<file path="src/rtl/jtag_master.sv">
`timescale 1ns/1ps
// JTAG initiator: runs one TAP reset or complete IR/DR scan per command and
// returns the captured TDO bits on a single-cycle response strobe.
module jtag_master #(
  parameter int CLK_DIV = 4,
  parameter int MAX_LEN = 32
) (
  input  logic               sys_clk,
  input  logic               sys_rst_n,
  input  logic               cmd_valid,
  output logic               cmd_ready,
  input  logic               cmd_reset,
  input  logic               cmd_ir,
  input  logic [5:0]         cmd_len,
  input  logic [MAX_LEN-1:0] cmd_data,
  output logic               rsp_valid,
  output logic [MAX_LEN-1:0] rsp_data,
  output logic               busy,
  output logic               jtag_tck,
  output logic               jtag_tms,
  output logic               jtag_tdi,
  input  logic               jtag_tdo
);

  localparam logic [2:0] S_IDLE  = 3'd0;
  localparam logic [2:0] S_TLR   = 3'd1;
  localparam logic [2:0] S_PRE   = 3'd2;
  localparam logic [2:0] S_SHIFT = 3'd3;
  localparam logic [2:0] S_POST  = 3'd4;
  localparam logic [2:0] S_DONE  = 3'd5;

  localparam int            PW      = (CLK_DIV < 2) ? 2 : $clog2(2 * CLK_DIV);
  localparam logic [PW-1:0] PH_RISE = PW'(CLK_DIV - 1);
  localparam logic [PW-1:0] PH_FALL = PW'(2 * CLK_DIV - 1);
  localparam logic [6:0]    LEN_MAX = 7'(MAX_LEN);

  logic [2:0]         state_q, state_d;
  logic [6:0]         step_q, step_d;
  logic [PW-1:0]      phase_q, phase_d;
  logic               tck_q, tck_d;
  logic               tms_q, tms_d;
  logic               tdi_q, tdi_d;
  logic [MAX_LEN-1:0] rsp_q, rsp_d;
  logic [6:0]         len_q, len_d;
  logic               ir_q, ir_d;
  logic [MAX_LEN-1:0] data_q, data_d;
  logic [MAX_LEN-1:0] cap_q, cap_d;

  logic [6:0]         cmd_len_eff;
  logic [MAX_LEN-1:0] tdo_vec;
  logic [2:0]         adv_state;
  logic [6:0]         adv_step;

  // TMS for a given TCK cycle: every state sequence ends on a 0 so the TAP parks in Run-Test/Idle.
  function automatic logic tms_for(input logic [2:0] st, input logic [6:0] stp,
                                   input logic ir, input logic [6:0] len);
    case (st)
      S_TLR:   tms_for = (stp < 7'd5);
      S_PRE:   tms_for = ir ? (stp < 7'd2) : (stp == 7'd0);
      S_SHIFT: tms_for = (stp == len - 7'd1);
      S_POST:  tms_for = (stp == 7'd0);
      default: tms_for = 1'b0;
    endcase
  endfunction

  function automatic logic tdi_for(input logic [2:0] st, input logic [6:0] stp,
                                   input logic [MAX_LEN-1:0] data);
    logic [MAX_LEN-1:0] sh;
    sh = data >> stp;
    return (st == S_SHIFT) && sh[0];
  endfunction

  assign cmd_len_eff = ((cmd_len == 6'd0) || ({1'b0, cmd_len} > LEN_MAX)) ? LEN_MAX
                                                                           : {1'b0, cmd_len};
  assign tdo_vec     = MAX_LEN'(jtag_tdo);

  // Where the sequencer goes at the end of the current TCK cycle.
  always_comb begin
    adv_state = state_q;
    adv_step  = step_q + 7'd1;
    case (state_q)
      S_TLR:   if (step_q == 7'd5) begin
                 adv_state = S_DONE;
                 adv_step  = '0;
               end
      S_PRE:   if (step_q == (ir_q ? 7'd3 : 7'd2)) begin
                 adv_state = S_SHIFT;
                 adv_step  = '0;
               end
      S_SHIFT: if (step_q == len_q - 7'd1) begin
                 adv_state = S_POST;
                 adv_step  = '0;
               end
      S_POST:  if (step_q == 7'd1) begin
                 adv_state = S_DONE;
                 adv_step  = '0;
               end
      default: ;
    endcase
  end

  always_comb begin
    state_d = state_q;
    step_d  = step_q;
    phase_d = phase_q;
    tck_d   = tck_q;
    tms_d   = tms_q;
    tdi_d   = tdi_q;
    rsp_d   = rsp_q;
    len_d   = len_q;
    ir_d    = ir_q;
    data_d  = data_q;
    cap_d   = cap_q;
    case (state_q)
      S_IDLE: begin
        if (cmd_valid) begin
          // Both the reset and the scan sequences open with TMS=1.
          state_d = cmd_reset ? S_TLR : S_PRE;
          step_d  = '0;
          phase_d = '0;
          tck_d   = 1'b0;
          tms_d   = 1'b1;
          tdi_d   = 1'b0;
          len_d   = cmd_len_eff;
          ir_d    = cmd_ir;
          data_d  = cmd_data;
          cap_d   = '0;
        end
      end
      S_DONE: begin
        state_d = S_IDLE;
        tck_d   = 1'b0;
        tms_d   = 1'b0;
        tdi_d   = 1'b0;
      end
      default: begin
        phase_d = phase_q + 1'b1;
        if (phase_q == PH_RISE) begin
          tck_d = 1'b1;
          if (state_q == S_SHIFT) cap_d = cap_q | (tdo_vec << step_q);
        end else if (phase_q == PH_FALL) begin
          tck_d   = 1'b0;
          phase_d = '0;
          state_d = adv_state;
          step_d  = adv_step;
          tms_d   = tms_for(adv_state, adv_step, ir_q, len_q);
          tdi_d   = tdi_for(adv_state, adv_step, data_q);
          if (adv_state == S_DONE) rsp_d = cap_q;
        end
      end
    endcase
  end

  always_ff @(posedge sys_clk or negedge sys_rst_n) begin
    if (!sys_rst_n) begin
      state_q <= S_IDLE;
      step_q  <= '0;
      phase_q <= '0;
      tck_q   <= 1'b0;
      tms_q   <= 1'b0;
      tdi_q   <= 1'b0;
      rsp_q   <= '0;
    end else begin
      state_q <= state_d;
      step_q  <= step_d;
      phase_q <= phase_d;
      tck_q   <= tck_d;
      tms_q   <= tms_d;
      tdi_q   <= tdi_d;
      rsp_q   <= rsp_d;
    end
  end

  // Command fields and the capture buffer are always reloaded before use.
  always_ff @(posedge sys_clk) begin
    len_q  <= len_d;
    ir_q   <= ir_d;
    data_q <= data_d;
    cap_q  <= cap_d;
  end

  assign cmd_ready = (state_q == S_IDLE);
  assign busy      = ~cmd_ready;
  assign rsp_valid = (state_q == S_DONE);
  assign rsp_data  = rsp_q;
  assign jtag_tck  = tck_q;
  assign jtag_tms  = tms_q;
  assign jtag_tdi  = tdi_q;

endmodule

</file>
<file path="config.mk">
export PLATFORM = sky130hd
export DESIGN_NAME = jtag_master
export DESIGN_NICKNAME = d
export VERILOG_FILES = /design/src/rtl/jtag_master.sv
export SDC_FILE = /design/constraint.sdc
export NUM_CORES = 1
export LEC_CHECK = 0
export ABC_CLOCK_PERIOD_IN_PS = 3400
export CORE_MARGIN = 2
export CORE_UTILIZATION = 55
export DETAILED_ROUTE_END_ITERATION = 10
export PLACE_DENSITY = 0.79
export SETUP_SLACK_MARGIN = 0.5
export SLEW_MARGIN = 5
export SYNTH_ARGS = -nofsm -noshare
export SYNTH_HDL_FRONTEND = slang
export SYNTH_SLANG_ARGS = --single-unit
</file>
<file path="constraint.sdc">
create_clock -name sys_clk -period 3.4 [get_ports sys_clk]
set_input_delay 0.68 -clock sys_clk [delete_from_list [all_inputs] [get_ports sys_clk]]
set_output_delay 0.68 -clock sys_clk [all_outputs]
set_load 0.01 [all_outputs]
</file>
==> qor.yml <==
yosys:
  syn_inst: 483
  synth_seq_area_share_pct: 58.2
  synth_warnings: 0
  synth_ff_type: "edfxtp_1"
  synth-edff-count: 71
  ys_ff_latch: 119
  syn-num-nets: 533
  postSynthAreaPerCell_um2: 11.9
  syn-cell-area_mm2: 0.00573
  async_reset_ff_share_pct: 40.3
  synthDistinctLibCells: 61
power:
  peakVddDrop_mv: 0.408
  seq_power_share_pct: 33.9
  pwr_density_cell_mw_per_mm2: 713
  clockPowerShare_pct: 35.5
  leakagePower_uw: 0.00295
  p_sw_uw: 1720
  power_frac_comb_pct: 30.7
  p_sw_share_pct: 32.5
  internal_power_uw: 3580
timing:
  fin_tns_setup_ps: 0
  grt_setup_unrepaired: "yes"
  fin_crit_ps: 2930
  fin_worst_skew_ps: 5.32
  report.final.slew_viol_count: 0
  final_hold_viol_count: 0
  setup_viol: 0
  finalCritPeriodShare_pct: 86.2
  worst-slew-pin-transition_ps: 1130
  relSlewSlack_pct: 24.9
  clock.fmax_mhz: 341
clocking:
  cts_buffers: 17
  clkTransAtPathRegs_ps: 60
  cts_tree: "yes"
  holdBufCountCts: 0
  htree_levels: 4
  cts_max_path_buffers: 2
  clockRootBuffer: "clkbuf_8"
  clock-sinks: 119
  insertion_delay_ps: 510
finish:
  finalInstanceArea_mm2: 0.00744
  fin_cells: 727
  antenna_cells: 0
  mostFrequentLayoutCell: "clkdlybuf4s50_1"
  fillers: 700
  final_nets: 628
  final_cell_mix: "80 x clkdlybuf4s50_1, 71 x edfxtp_1, 54 x nor2_1"
  drive_above_1_share_pct: 15.1
  syn2layout_area_growth_pct: 29.8
drt:
  post-route-drc-count: 0
  first_iter_violations: 392
  ant_nets: 0
  dr.pass1.iters: 5
  viasPerCell: 5.89
  via_count: 4285
  routedWlPerCell_um: 18.3
  wl_um: 13300
die:
  core-area_mm2: 0.0102
  dieHeight_um: 106
  die_w_um: 106
  start_util_pct: 56.0
  die_area_mm2: 0.0113
  rows: 37
  boundaryPins: 82
placement:
  dpl.hpwl_um: 8590
  place_area_mm2: 0.00673
  io_buffers: 81
  place_inst: 692
  gp_congestion: 0.928
setup_path:
  startpoint_type: "register"
  arrival_ps: 3320
  crit_fanout: 5
  cp-end-kind: "register"
  ff2ff_path_depth: 9
  critical_path_required_ps: 3790
  critical_path_class: "register to register"
global_route:
  grt_max_degree: 49
  grt_util_all_layers_pct: 24.7
  antenna_found_initial: 0
  grt_pass1_wl_um: 21500
  grt_pass1_vias: 4331
  gr-total-overflow: 0
status:
  status: "complete, no violations"
flow_run:
  drv_cap: 0
worst_hold_path:
  hold_class: "input pin to async pin"
==> routing by layer <==
metal  global-route usage [%]  up-vias  part of all wire (%)
met3                     6.25       24                   6.5
met4                     9.49        0                   1.4
met2                     39.7      193                    49
met5                        0        -                     0
li1                         -     1969                     -
met1                     32.6     2099                    43
==> stage by stage <==
step	worst slack, ps	hold WS (ps)	total power [uW]	utilization [%]
global placement	444	473	3300	65.8
global route	388	466	5550	72.7
detailed placement	285	475	3360	65.8
floorplan	559	384	2880	-
CTS	474	409	5250	72.2
finish	469	385	5300	72.7
==> power groups by stage <==
stage / Sequential [uW] / Clock (uW) / Combinational, uW
final: 1790 / 1880 / 1630
after global routing: 1810 / 1970 / 1770
after CTS: 1780 / 1890 / 1580
after detailed placement: 1810 / 0 / 1550
after global placement: 1800 / 0 / 1500
after floorplan: 1740 / 0 / 1140
==> worst max-delay path: stages (launching register included) <==
cell	delay (ps)
edfxtp_1	470
buf_4	180
or4_4	540
a211oi_2	170
and4bb_4	280
a21o_4	250
a21oi_1	260
mux2_1	360
mux2i_1	190
o32ai_2	120
==> synthesized netlist by cell type, types with 6 or more instances <==
cell | count | area (um^2)
nor2b_1 | 11 | 68.8
nor3_1 | 13 | 65.1
mux2_1 | 30 | 338
nand2_1 | 31 | 116
mux4_2 | 6 | 135
inv_1 | 10 | 37.5
a21oi_1 | 44 | 220
xor2_1 | 7 | 61.3
nand3_1 | 11 | 55.1
dfrtp_1 | 48 | 1200
nor2_1 | 55 | 206
xnor2_1 | 16 | 140
ha_1 | 6 | 75.1
edfxtp_1 | 71 | 2130
clkbuf_1 | 14 | 52.6
o21ai_0 | 14 | 70.1
o21ai_1 | 11 | 55.1
==> cells by family after synthesis <==
group / after synthesis / share of synthesized area, %
AOI/OAI and AO/OA: 108 / 11.8
xor gates and xnor gates: 23 / 3.52
adders and majority gates: 6 / 1.31
buffers and inverters: 36 / 2.60
DFF: 119 / 58.2
muxes: 44 / 9.72
and+or+nand+nor: 147 / 12.9
==> area by class of cell <==
cell class / instances / area (um^2) / share of cell area (%)
Multi-Input combinational cell: 328 / 2320 / 31.1
Tap cell: 136 / 170 / 2.29
Clock buffer: 20 / 445 / 5.99
Sequential cell: 119 / 3340 / 44.9
Timing Repair Buffer: 99 / 941 / 12.7
Inverter: 13 / 52.6 / 0.707
Clock inverter: 12 / 173 / 2.32
==> path summary, 6_finish.rpt <==
| path | start | slack [ps] | end |
|---|---|---|---|
| worst max-delay path | len_q[0] | 470 | jtag_tms |
| min in group sys_clk | rsp_data[2] | 490 | rsp_data[2] |
| worst max register to register | len_q[0] | 470 | jtag_tms |
| max in group asynchronous | sys_rst_n | 2250 | step_q[3] |
| worst min-delay path | sys_rst_n | 390 | rsp_data[30] |
| worst min register to register | rsp_data[2] | 490 | rsp_data[2] |
==> state kept, by name, indices dropped and copies added (netlist names) <==
register  count
ir_q          1
jtag_tms      1
rsp_data     32
step_q        7
cap_q        32
jtag_tdi      1
data_q       32
phase_q       3
len_q         6
jtag_tck      1
state_q       3
==> repair_timing <==
item / 4_1_cts / 5_1_grt
pin swaps: 1 / 2
endpoints found under the hold margin: 0 / 0
gates resized for setup: 8 / 7
setup endpoints to repair: 7 / 3
buffers inserted: 0 / 3
No activity file was read; power rests on OpenSTA's default activity.
